<file path="src/rtl/restoring_divider_32b.sv">
// Multi-cycle restoring divider: one shift / trial-subtract per clock with a start/busy/done handshake.
// Define DIVIDER_SIGNED_EN to add the signed_op port for two's-complement truncating division.
module restoring_divider_32b #(
    parameter int WIDTH = 32
) (
    input  logic             clk,
    input  logic             rst_n,
    input  logic             start,
    input  logic [WIDTH-1:0] dividend,
    input  logic [WIDTH-1:0] divisor,
`ifdef DIVIDER_SIGNED_EN
    input  logic             signed_op,
`endif
    output logic             busy,
    output logic             done,
    output logic [WIDTH-1:0] quotient,
    output logic [WIDTH-1:0] remainder,
    output logic             div_by_zero
);

    localparam int CW = $clog2(WIDTH + 1);

    // DZERO is a one-cycle hop so a zero divisor reports done one edge after acceptance.
    typedef enum logic [1:0] {
        IDLE  = 2'd0,
        RUN   = 2'd1,
        DZERO = 2'd2,
        DONE  = 2'd3
    } state_t;

    state_t           state_reg;
    logic [WIDTH-1:0] a_reg;
    logic [WIDTH-1:0] q_reg;
    logic [WIDTH-1:0] dvsr_reg;
    logic [WIDTH-1:0] dvnd_reg;
    logic [CW-1:0]    cnt_reg;
    logic             busy_reg;
    logic             done_reg;
    logic             dz_reg;
    logic [WIDTH-1:0] quot_reg;
    logic [WIDTH-1:0] rem_reg;

    logic [WIDTH-1:0] dvnd_mag;
    logic [WIDTH-1:0] dvsr_mag;
    logic             neg_q_in;
    logic             neg_r_in;
    logic             neg_q_reg;
    logic             neg_r_reg;

`ifdef DIVIDER_SIGNED_EN
    logic sgn_a;
    logic sgn_b;

    assign sgn_a    = signed_op & dividend[WIDTH-1];
    assign sgn_b    = signed_op & divisor[WIDTH-1];
    assign dvnd_mag = sgn_a ? (~dividend + WIDTH'(1)) : dividend;
    assign dvsr_mag = sgn_b ? (~divisor + WIDTH'(1)) : divisor;
    assign neg_q_in = sgn_a ^ sgn_b;
    assign neg_r_in = sgn_a;
`else
    assign dvnd_mag = dividend;
    assign dvsr_mag = divisor;
    assign neg_q_in = 1'b0;
    assign neg_r_in = 1'b0;
`endif

    // Trial subtract over WIDTH+1 bits so the bit shifted out of A is never lost.
    logic [WIDTH:0]   trial_a;
    logic [WIDTH:0]   trial_b_n;
    logic [WIDTH-1:0] trial_sum;
    logic [WIDTH+1:0] carry;
    logic             no_borrow;

    assign trial_a   = {a_reg, q_reg[WIDTH-1]};
    assign trial_b_n = ~{1'b0, dvsr_reg};
    assign carry[0]  = 1'b1;

    genvar gi;
    generate
        for (gi = 0; gi <= WIDTH; gi++) begin : g_sub
            if (gi < WIDTH) begin : g_sum
                assign trial_sum[gi] = trial_a[gi] ^ trial_b_n[gi] ^ carry[gi];
            end
            assign carry[gi+1] = (trial_a[gi] & trial_b_n[gi]) |
                                 (carry[gi] & (trial_a[gi] ^ trial_b_n[gi]));
        end
    endgenerate

    assign no_borrow = carry[WIDTH+1];

    logic [WIDTH-1:0] a_next;
    logic [WIDTH-1:0] q_next;
    logic [WIDTH-1:0] q_fin;
    logic [WIDTH-1:0] r_fin;

    always_comb begin
        a_next = no_borrow ? trial_sum : trial_a[WIDTH-1:0];
        q_next = {q_reg[WIDTH-2:0], no_borrow};
        q_fin  = neg_q_reg ? (~q_next + WIDTH'(1)) : q_next;
        r_fin  = neg_r_reg ? (~a_next + WIDTH'(1)) : a_next;
    end

    always_ff @(posedge clk) begin
        if (!rst_n) begin
            state_reg <= IDLE;
            a_reg     <= '0;
            q_reg     <= '0;
            dvsr_reg  <= '0;
            dvnd_reg  <= '0;
            cnt_reg   <= '0;
            busy_reg  <= 1'b0;
            done_reg  <= 1'b0;
            dz_reg    <= 1'b0;
            quot_reg  <= '0;
            rem_reg   <= '0;
            neg_q_reg <= 1'b0;
            neg_r_reg <= 1'b0;
        end else begin
            done_reg <= 1'b0;
            case (state_reg)
                IDLE, DONE: begin
                    if (start) begin
                        dvsr_reg  <= dvsr_mag;
                        dvnd_reg  <= dividend;
                        a_reg     <= '0;
                        q_reg     <= dvnd_mag;
                        neg_q_reg <= neg_q_in;
                        neg_r_reg <= neg_r_in;
                        dz_reg    <= 1'b0;
                        if (divisor != '0) begin
                            cnt_reg   <= CW'(WIDTH);
                            busy_reg  <= 1'b1;
                            state_reg <= RUN;
                        end else begin
                            state_reg <= DZERO;
                        end
                    end else begin
                        state_reg <= IDLE;
                    end
                end
                RUN: begin
                    a_reg   <= a_next;
                    q_reg   <= q_next;
                    cnt_reg <= cnt_reg - CW'(1);
                    if (cnt_reg == CW'(1)) begin
                        quot_reg  <= q_fin;
                        rem_reg   <= r_fin;
                        busy_reg  <= 1'b0;
                        done_reg  <= 1'b1;
                        state_reg <= DONE;
                    end
                end
                DZERO: begin
                    quot_reg  <= '1;
                    rem_reg   <= dvnd_reg;
                    dz_reg    <= 1'b1;
                    done_reg  <= 1'b1;
                    state_reg <= DONE;
                end
                default: state_reg <= IDLE;
            endcase
        end
    end

    assign busy        = busy_reg;
    assign done        = done_reg;
    assign quotient    = quot_reg;
    assign remainder   = rem_reg;
    assign div_by_zero = dz_reg;

endmodule

</file>
<file path="config.mk">
export PLATFORM = sky130hd
export DESIGN_NAME = restoring_divider_32b
export DESIGN_NICKNAME = d
export VERILOG_FILES = /design/src/rtl/restoring_divider_32b.sv
export SDC_FILE = /design/constraint.sdc
export NUM_CORES = 1
export LEC_CHECK = 0
export BUFFER_PORTS_ARGS = -buffer_cell sky130_fd_sc_hd__buf_2
export CAP_MARGIN = 0
export CORE_AREA = 2 2 131 133
export CTS_CLUSTER_DIAMETER = 200
export DETAILED_ROUTE_END_ITERATION = 12
export DIE_AREA = 0 0 133 135
export MAX_ROUTING_LAYER = met4
export PLACE_DENSITY_LB_ADDON = 0.1
export SYNTH_ARGS = -nofsm -noshare
export SYNTH_HDL_FRONTEND = slang
export SYNTH_SLANG_ARGS = --single-unit
</file>
<file path="constraint.sdc">
create_clock -name clk -period 14.36 [get_ports clk]
set_clock_uncertainty 0.2 [all_clocks]
set_input_delay 1.436 -clock clk [delete_from_list [all_inputs] [get_ports clk]]
set_output_delay 1.436 -clock clk [all_outputs]
set_load 0.01 [all_outputs]
</file>
==> results of run 1 <==
worst register-to-register path, delay by kind of cell (launching register included):
kind                       cells  cell delay [ps]
muxes                          1              220
buffers and inverters          6              520
AOI/OAI and AO/OA              2              220
DFF                            1              320
adders and majority gates     32            11900
and+or+nand+nor                2              290
logic make-up (layout without fill, tap and decap cells):
logic type	count (synthesis)	count (layout)	synth area share, %
AND/OR/NAND/NOR	335	335	15.15
AO/OA/AOI/OAI	311	311	20.30
flip-flops	203	203	44.18
buffers and inverters	130	227	5.768
multiplexers	65	65	7.074
adder cells (fa/ha/maj)	36	36	7.428
XOR/XNOR	1	1	0.09524
metal layers:
metal  up-vias  part of all wire [%]  global-route usage (%)
met5         -                     0                       -
met4         0                   1.9                   6.989
met3        31                   6.2                   3.979
met2       236                    43                   38.92
met1      3619                    49                   38.81
li1       3864                     -                       -
layout make-up:
type	instances	area, um^2
inverter	45	171.4
multi-input combinational	748	4636
clock inverter	2	35.03
fill	1442	5804
sequential	203	4064
clock buffer	37	668.1
tap	220	275.3
timing repair buffer	143	753.2
metrics by stage:
| step | hold slack, ps | std cells | area, um^2 | setup slack (ps) |
|---|---|---|---|---|
| final | 245.2 | 1398 | 10600 | 546.0 |
| after global routing | 274.8 | 1398 | 10600 | -2.315 |
| after CTS | 251.0 | 1398 | 10600 | 428.3 |
| after detailed placement | 242.9 | 1359 | 9894 | 455.4 |
| after global placement | 239.1 | 1359 | 9894 | 598.3 |
| after floorplan | 235.7 | 1081 | 9198 | 1269 |
path summary, 6_finish.rpt:
| check | to | slack [ps] | cells past startpoint |
|---|---|---|---|
| worst max-delay path | remainder[4]$_SDFFE_PN0P_ | 550 | 43 |
| worst min-delay path | remainder[27]$_SDFFE_PN0P_ | 250 | 2 |
| worst max register to register | remainder[4]$_SDFFE_PN0P_ | 550 | 43 |
| worst min register to register | remainder[27]$_SDFFE_PN0P_ | 250 | 2 |
what timing repair did:
action,in CTS,in global routing
endpoints found under the setup margin,0,39
hold endpoints to repair,0,0
gates resized for setup,0,1
cells in the final DEF, fill, tap and decap left out, types with 10 or more instances in the layout:
cell type,synthesis,routed
fa_1,31,31
buf_2,10,133
a21oi_1,133,133
a211oi_1,36,36
dfxtp_1,203,203
o211ai_1,28,28
nor2_1,48,47
inv_1,44,43
mux2i_1,65,65
clkbuf_16,0,23
o22ai_1,32,32
and2_1,30,30
nand2_1,230,228
clkbuf_1,57,10
o21ai_0,62,61
power by group through the flow:
stage,logic [mW],clock network [mW],registers (mW)
floorplan,1.37,0,0.952
global placement,1.82,0,0.950
detailed placement,1.85,0,0.954
CTS,1.87,0.561,0.946
global route,2.11,0.584,0.977
finish,1.88,0.554,0.948
==> qor.yml, run 1 <==
max_cap_violations: 0
tns_ps: 0
yosys.area.top_type_share_pct: 44.18
synth_fp_nets: 1184
crit_start: "q_reg[31]$_SDFFE_PN0P_"
r2r_start: "q_reg[31]$_SDFFE_PN0P_"
rows: 47
min_period_ps: 13810
grt_antenna_before_repair: 0
post-dp-hpwl_mm: 14.76
cts_sinks: 203
cts-root-buf: "clkbuf_16"
antenna_left: 0
grt_pass1_wl_mm: 38.07
cp-end-kind: "register"
maxSlewViolCount: 0
drt_iter0_markers: 550
die_w_um: 133
cp_max_fo: 19
grt_usage_pct: 26.64
yosysMostFrequentCell: "nand2_1"
hold_buffers: 0
crit_arrival_ps: 13960
path_buf_inv: 6
p_comb_share_pct: 55.6
route.detailed.drc: 0
power_frac_seq_pct: 28.1
fmaxAchievable_ghz: 0.07239
grt_overflow: 0
startpoint_type: "register"
synth_top_cells_by_area: "dfxtp_1 44%, nand2_1 9.4%, a21oi_1 7.2%, mux2i_1 7.1%, fa_1 6.7%"
place_congestion: 0.8122
viasPerCell: 5.544
synth_seq_area_share_pct: 44.18
die_h_um: 135
p_sw_share_pct: 43.19
cts_buffer_depth: 3
grt_pass1_vias: 7373
synth-seq-cells: 203
async_flop_share_pct: 0
yosys.area.top_type: "dfxtp_1"
leakage_nw: 4.257
peakVddDrop_v: 0.0001960
min_from: "remainder[27]$_SDFFE_PN0P_"
tightest_slew_ps: 1175
synth_cell_types: 46
nNetsFinal: 1266
p_total_mw: 3.378
area_growth_pct: 15.28
cp.required_ps: 14510
io_buffers: 133
synth_area_per_cell_um2: 8.508
final_hold_viol_count: 0
power.density_nw_per_um2: 318.6
vias: 7750
post_cts_buffers: 0
first_pass_iters: 5
synth_cells: 1081
clk_latency_ps: 500
setup_viol: 0
cts_max_level: 1
path_common_cell: "fa_1"
synth-edff-count: 0
numCtsBuffers: 22
routed_wl_mm: 23.18
synth_ff_type: "dfxtp_1"
internal_power_mw: 1.919
yosysWarnings: 0
worstSetupPathType: "register to register"
ios: 134
min_path_type: "register to register"
start_util_pct: 56.06
finalCritPeriodShare_pct: 96.20
cts_tree: "done"
cts.reportedPaths.clkPinSlew_ps: 60
drive_gt1_share_pct: 15.96
num_antenna_cells: 0
post-route-util_pct: 64.62
outcome: "finished clean"
synth_area_um2: 9198
synth_common_cells: "230 x nand2_1, 203 x dfxtp_1, 133 x a21oi_1"
maxSlewHeadroom_pct: 21.41
p_clk_share_pct: 16.4
fp.coreArea_um2: 16410
slowest_stage: "fa_1"
slowest_delay_ps: 420
critical-path-top-delay-family: "adder cells"
die_area_um2: 17960
grt_max_degree: 94
power.switching_mw: 1.459
drt-wirelength-per-cell_um: 16.58
No activity file was read; power rests on OpenSTA's default activity.
==> run 2: changes to the inputs <==
--- a/config.mk
+++ b/config.mk
@@ -7,12 +7,13 @@
 export LEC_CHECK = 0
 export BUFFER_PORTS_ARGS = -buffer_cell sky130_fd_sc_hd__buf_2
 export CAP_MARGIN = 0
-export CORE_AREA = 2 2 131 133
+export CORE_AREA = 2 2 150 116
 export CTS_CLUSTER_DIAMETER = 200
 export DETAILED_ROUTE_END_ITERATION = 12
-export DIE_AREA = 0 0 133 135
+export DIE_AREA = 0 0 152 118
 export MAX_ROUTING_LAYER = met4
 export PLACE_DENSITY_LB_ADDON = 0.1
+export RECOVER_POWER = 100
 export SYNTH_ARGS = -nofsm -noshare
 export SYNTH_HDL_FRONTEND = slang
 export SYNTH_SLANG_ARGS = --single-unit
==> qor.yml, run 2 (same netlist as run 1, synthesis figures left out) <==
outcome: "finished with violations"
violations: "max-capacitance violations, max-slew violations"
timing.hold.ws_ps: 252.3
rr_endpoint: "remainder[0]$_SDFFE_PN0P_"
min_path_type: "register to register"
ios: 134
finalCritPeriodShare_pct: 96.04
endpoint: "remainder[0]$_SDFFE_PN0P_"
final_cell_mix: "228 x nand2_1, 203 x dfxtp_1, 133 x a21oi_1, 70 x clkbuf_1, 66 x buf_2"
worst-r2r-setup-slack_ps: 570
drive_gt1_share_pct: 10.55
cts_tree: "done"
cts-root-buf: "clkbuf_16"
cts_max_level: 1
antenna_left: 0
routed_wl_mm: 22.97
cts_buffer_depth: 3
layout_commonest_cell: "nand2_1"
die_w_um: 152
grt_pass1_wl_mm: 37.16
cts_sinks: 203
vias: 7821
startpoint_type: "register"
worstSetupPathType: "register to register"
grt_antenna_before_repair: 1
post-dp-hpwl_mm: 14.72
min_period_ps: 13790
grt_pass1_vias: 7295
r2r_start: "q_reg[31]$_SDFFE_PN0P_"
crit_start: "q_reg[31]$_SDFFE_PN0P_"
nNetsFinal: 1264
die_area_um2: 17940
cts.reportedPaths.clkPinSlew_ps: 60
fmaxAchievable_ghz: 0.07251
power.density_nw_per_um2: 315.6
cp.required_ps: 14550
drt-wirelength-per-cell_um: 16.51
numCtsBuffers: 21
grt_overflow: 0
route.detailed.drc: 0
peakVddDrop_v: 0.0002643
setup_viol: 0
hold_buffers: 0
fillers: 1512
p_total_mw: 3.311
grt_max_degree: 94
maxSlewViolCount: 122
io_buffers: 133
tns_ps: 0
leakage_nw: 3.958
rsz0062_at_grt: "no"
drt_iter0_markers: 545
rr_worst_depth: 42
crit_arrival_ps: 13990
cp_max_fo: 21
place_congestion: 0.8664
final_hold_viol_count: 0
maxSlewHeadroom_pct: -98.76
first_pass_iters: 5
tightest_slew_ps: 2981
area_growth_pct: 14.05
slowest_stage: "fa_1"
rows: 41
fp.coreArea_um2: 16470
start_util_pct: 55.85
slowest_delay_ps: 410
clk_latency_ps: 500
cp-end-kind: "register"
grt_usage_pct: 25.56
die_h_um: 118
path_common_cell: "fa_1"
viasPerCell: 5.623
max_cap_violations: 2
## run 2: cell type report
| type | instances | area [um^2] | area share, % |
|---|---|---|---|
| Timing Repair Buffer | 142 | 658.1 | 6.274 |
| Inverter | 45 | 170.2 | 1.622 |
| Clock buffer | 27 | 588.1 | 5.606 |
| Clock inverter | 10 | 107.6 | 1.026 |
| Antenna cell | 1 | 2.502 | 0.02385 |
| Tap cell | 215 | 269.0 | 2.564 |
| Multi-Input combinational cell | 748 | 4631 | 44.14 |
| Sequential cell | 203 | 4064 | 38.74 |
## run 2: worst min path at each step
stage                               start                         end  slack (ps)  depth (start not counted)
3_5_place_dp   remainder[26]$_SDFFE_PN0P_  remainder[26]$_SDFFE_PN0P_         240                          2
2_1_floorplan    dvnd_reg[0]$_SDFFE_PN0P_    dvnd_reg[0]$_SDFFE_PN0P_         240                          2
5_1_grt         remainder[7]$_SDFFE_PN0P_   remainder[7]$_SDFFE_PN0P_         270                          2
4_1_cts        remainder[26]$_SDFFE_PN0P_  remainder[26]$_SDFFE_PN0P_         250                          2
3_3_place_gp   remainder[24]$_SDFFE_PN0P_  remainder[24]$_SDFFE_PN0P_         240                          2
6_report       remainder[26]$_SDFFE_PN0P_  remainder[26]$_SDFFE_PN0P_         250                          2
## run 2: power breakdown
part	internal (mW)	switching (mW)	total, mW
Sequential	0.781	0.161	0.942
Clock	0.326	0.227	0.553
Combinational	0.758	1.06	1.82
Total	1.86	1.45	3.31
## run 2: routing by layer
layer	vias to the layer above	global-route usage [%]	wire length (um)
met2	219	39.61	10510
met3	33	4.455	1425
li1	3873	-	-
met4	0	6.192	546
met5	-	-	0
met1	3696	35.07	10490
## run 2: worst max-delay path: cells and delay by family, from the launching register on
kind                     cells  cell delay [ps]
AO/OA/AOI/OAI                2              480
adder cells (fa/ha/maj)     32            11760
buffers and inverters        6              570
flip-flops                   1              320
multiplexers                 1              110
AND/OR/NAND/NOR              1              210
## run 2: per-stage QoR
| stage | std cells | util [%] | setup slack [ps] | area [um^2] |
|---|---|---|---|---|
| 2_1_floorplan | 1081 | - | 1269 | 9198 |
| 3_3_place_gp | 1353 | 60.00 | 707.9 | 9881 |
| 3_5_place_dp | 1353 | 60.00 | 451.3 | 9881 |
| 4_1_cts | 1390 | 64.23 | 411.3 | 10580 |
| 5_1_grt | 1391 | 63.70 | 6.305 | 10490 |
| 6_report | 1391 | 63.70 | 568.3 | 10490 |
## run 2: repair_timing
action                                  CTS  global route
setup buffers                             0             0
endpoints found under the setup margin    0            26
gates resized for setup                   0             1
==> run 3: changes to the inputs <==
--- a/config.mk
+++ b/config.mk
@@ -5,7 +5,7 @@
 export SDC_FILE = /design/constraint.sdc
 export NUM_CORES = 1
 export LEC_CHECK = 0
-export BUFFER_PORTS_ARGS = -buffer_cell sky130_fd_sc_hd__buf_2
+export BUFFER_PORTS_ARGS = -buffer_cell sky130_fd_sc_hd__buf_4
 export CAP_MARGIN = 0
 export CORE_AREA = 2 2 150 116
 export CTS_CLUSTER_DIAMETER = 200
==> qor.yml, run 3 (same netlist as run 1, synthesis figures left out) <==
min_period_ps: 13780
post_cts_buffers: 0
die_area_um2: 17940
leakage_nw: 3.992
grt_pass1_wl_mm: 37.74
min_from: "remainder[8]$_SDFFE_PN0P_"
grt_usage_pct: 25.87
place_congestion: 0.8459
max_cap_violations: 6
final_cell_mix: "229 x nand2_1, 203 x dfxtp_1, 133 x a21oi_1, 74 x clkbuf_1, 72 x buf_4"
cts_sinks: 203
peakVddDrop_v: 0.0003166
cp.required_ps: 14480
met1_usage_pct: 35.61
first_pass_iters: 5
hold_depth: 2
routed_wl_mm: 23.02
layout_commonest_cell: "nand2_1"
critical-path-top-delay-family: "adder cells"
numCtsBuffers: 21
crit_start: "q_reg[31]$_SDFFE_PN0P_"
die_h_um: 118
drt-wirelength-per-cell_um: 16.56
cts-root-buf: "clkbuf_16"
r2r_start: "q_reg[31]$_SDFFE_PN0P_"
cp_max_fo: 31
clk_latency_ps: 500
antenna_left: 0
cts_max_level: 1
drive_gt1_share_pct: 9.872
final_hold_viol_count: 0
met2_usage_pct: 41.36
fin_area_um2: 10620
slowest_delay_ps: 410
min_path_type: "register to register"
finalCritPeriodShare_pct: 95.98
hold_buffers: 0
cts_buffer_depth: 3
grt_overflow: 0
num_antenna_cells: 0
rr_endpoint: "remainder[14]$_SDFFE_PN0P_"
die_w_um: 152
path_common_cell: "fa_1"
busiest_layer: "met2"
outcome: "finished with violations"
tns_ps: 0
setup_viol: 0
cts-resized-gates: 0
power.density_nw_per_um2: 312.6
worstSetupPathType: "register to register"
crit_arrival_ps: 13910
maxSlewViolCount: 287
rows: 41
worst-r2r-setup-slack_ps: 580
grt_use_met3_pct: 3.903
cp-end-kind: "register"
grt_max_degree: 102
cts.reportedPaths.clkPinSlew_ps: 60
rsz0062_at_grt: "no"
drt_iter0_markers: 498
post-dp-hpwl_mm: 14.80
fmaxAchievable_ghz: 0.07255
maxSlewHeadroom_pct: -156.8
nNetsFinal: 1263
start_util_pct: 55.85
path_buf_inv: 6
holdPathEnd: "remainder[8]$_SDFFE_PN0P_"
cts_tree: "done"
viasPerCell: 5.624
vias: 7818
startpoint_type: "register"
area_growth_pct: 15.41
grt_antenna_before_repair: 0
grt_pass1_vias: 7397
io_buffers: 133
slowest_stage: "fa_1"
placed_cell_area_um2: 10190
fillers: 1482
route.detailed.drc: 0
fp.coreArea_um2: 16470
tightest_slew_ps: 3812
violations: "max-capacitance violations, max-slew violations"
rr_worst_depth: 43
ios: 134
## run 3: cell types whose count changed in the layout (fill, tap and decap cells not counted), sizes merged
| cell | delta |
|---|---|
| buf | -2 |
| bufinv | +1 |
| clkbuf | +5 |
| clkinv | -5 |
| clkinvlp | -1 |
| diode | -1 |
| inv | +2 |
## run 3: worst max-delay path by stage
stage               cells past startpoint                          to  slack, ps
global route                           42  remainder[29]$_SDFFE_PN0P_         40
finish                                 43  remainder[14]$_SDFFE_PN0P_        580
global placement                       42  remainder[29]$_SDFFE_PN0P_        740
CTS                                    43  remainder[13]$_SDFFE_PN0P_        530
detailed placement                     42   remainder[0]$_SDFFE_PN0P_        600
floorplan                              43   remainder[0]$_SDFFE_PN0P_       1270
## run 3: routing by layer
metal | up-vias | wire, um
li1 | 3859 | -
met1 | 3712 | 10780
met2 | 216 | 10670
met3 | 31 | 1237
met4 | 0 | 344
met5 | - | 0
## run 3: cell type report
cell class	count	area, um^2	area share, %
clock buffers	31	613.1	5.776
clock inverters	7	117.6	1.108
inverters	45	171.4	1.615
multi-input cells	748	4581	43.15
flip-flops and latches	203	4064	38.28
well taps	215	269.0	2.534
repair buffers	141	799.5	7.532
## run 3: power breakdown
group          switching [mW]  total [mW]  internal, mW
Combinational            1.04        1.80         0.752
Sequential              0.165       0.946         0.781
Clock                   0.226       0.576         0.351
Total                    1.43        3.32          1.88
## run 3: stage by stage
| step | util (%) | power (mW) | setup slack, ps | hold WS, ps | cells |
|---|---|---|---|---|---|
| after CTS | 66.34 | 3.394 | 532.0 | 255.1 | 1390 |
| after floorplan | - | 2.327 | 1269 | 235.7 | 1081 |
| after global placement | 61.90 | 2.765 | 739.0 | 243.0 | 1352 |
| final | 64.46 | 3.319 | 577.2 | 249.9 | 1390 |
| after global routing | 64.46 | 3.617 | 42.37 | 271.9 | 1390 |
| after detailed placement | 61.90 | 2.809 | 599.4 | 246.5 | 1352 |
## run 3: worst register-to-register path, delay by kind of cell (launching register included)
family | cells | cell delay, ps
muxes | 1 | 280
adders and majority gates | 32 | 11660
DFF | 1 | 320
buffers and inverters | 6 | 620
AOI/OAI and AO/OA | 2 | 230
and+or+nand+nor | 2 | 260
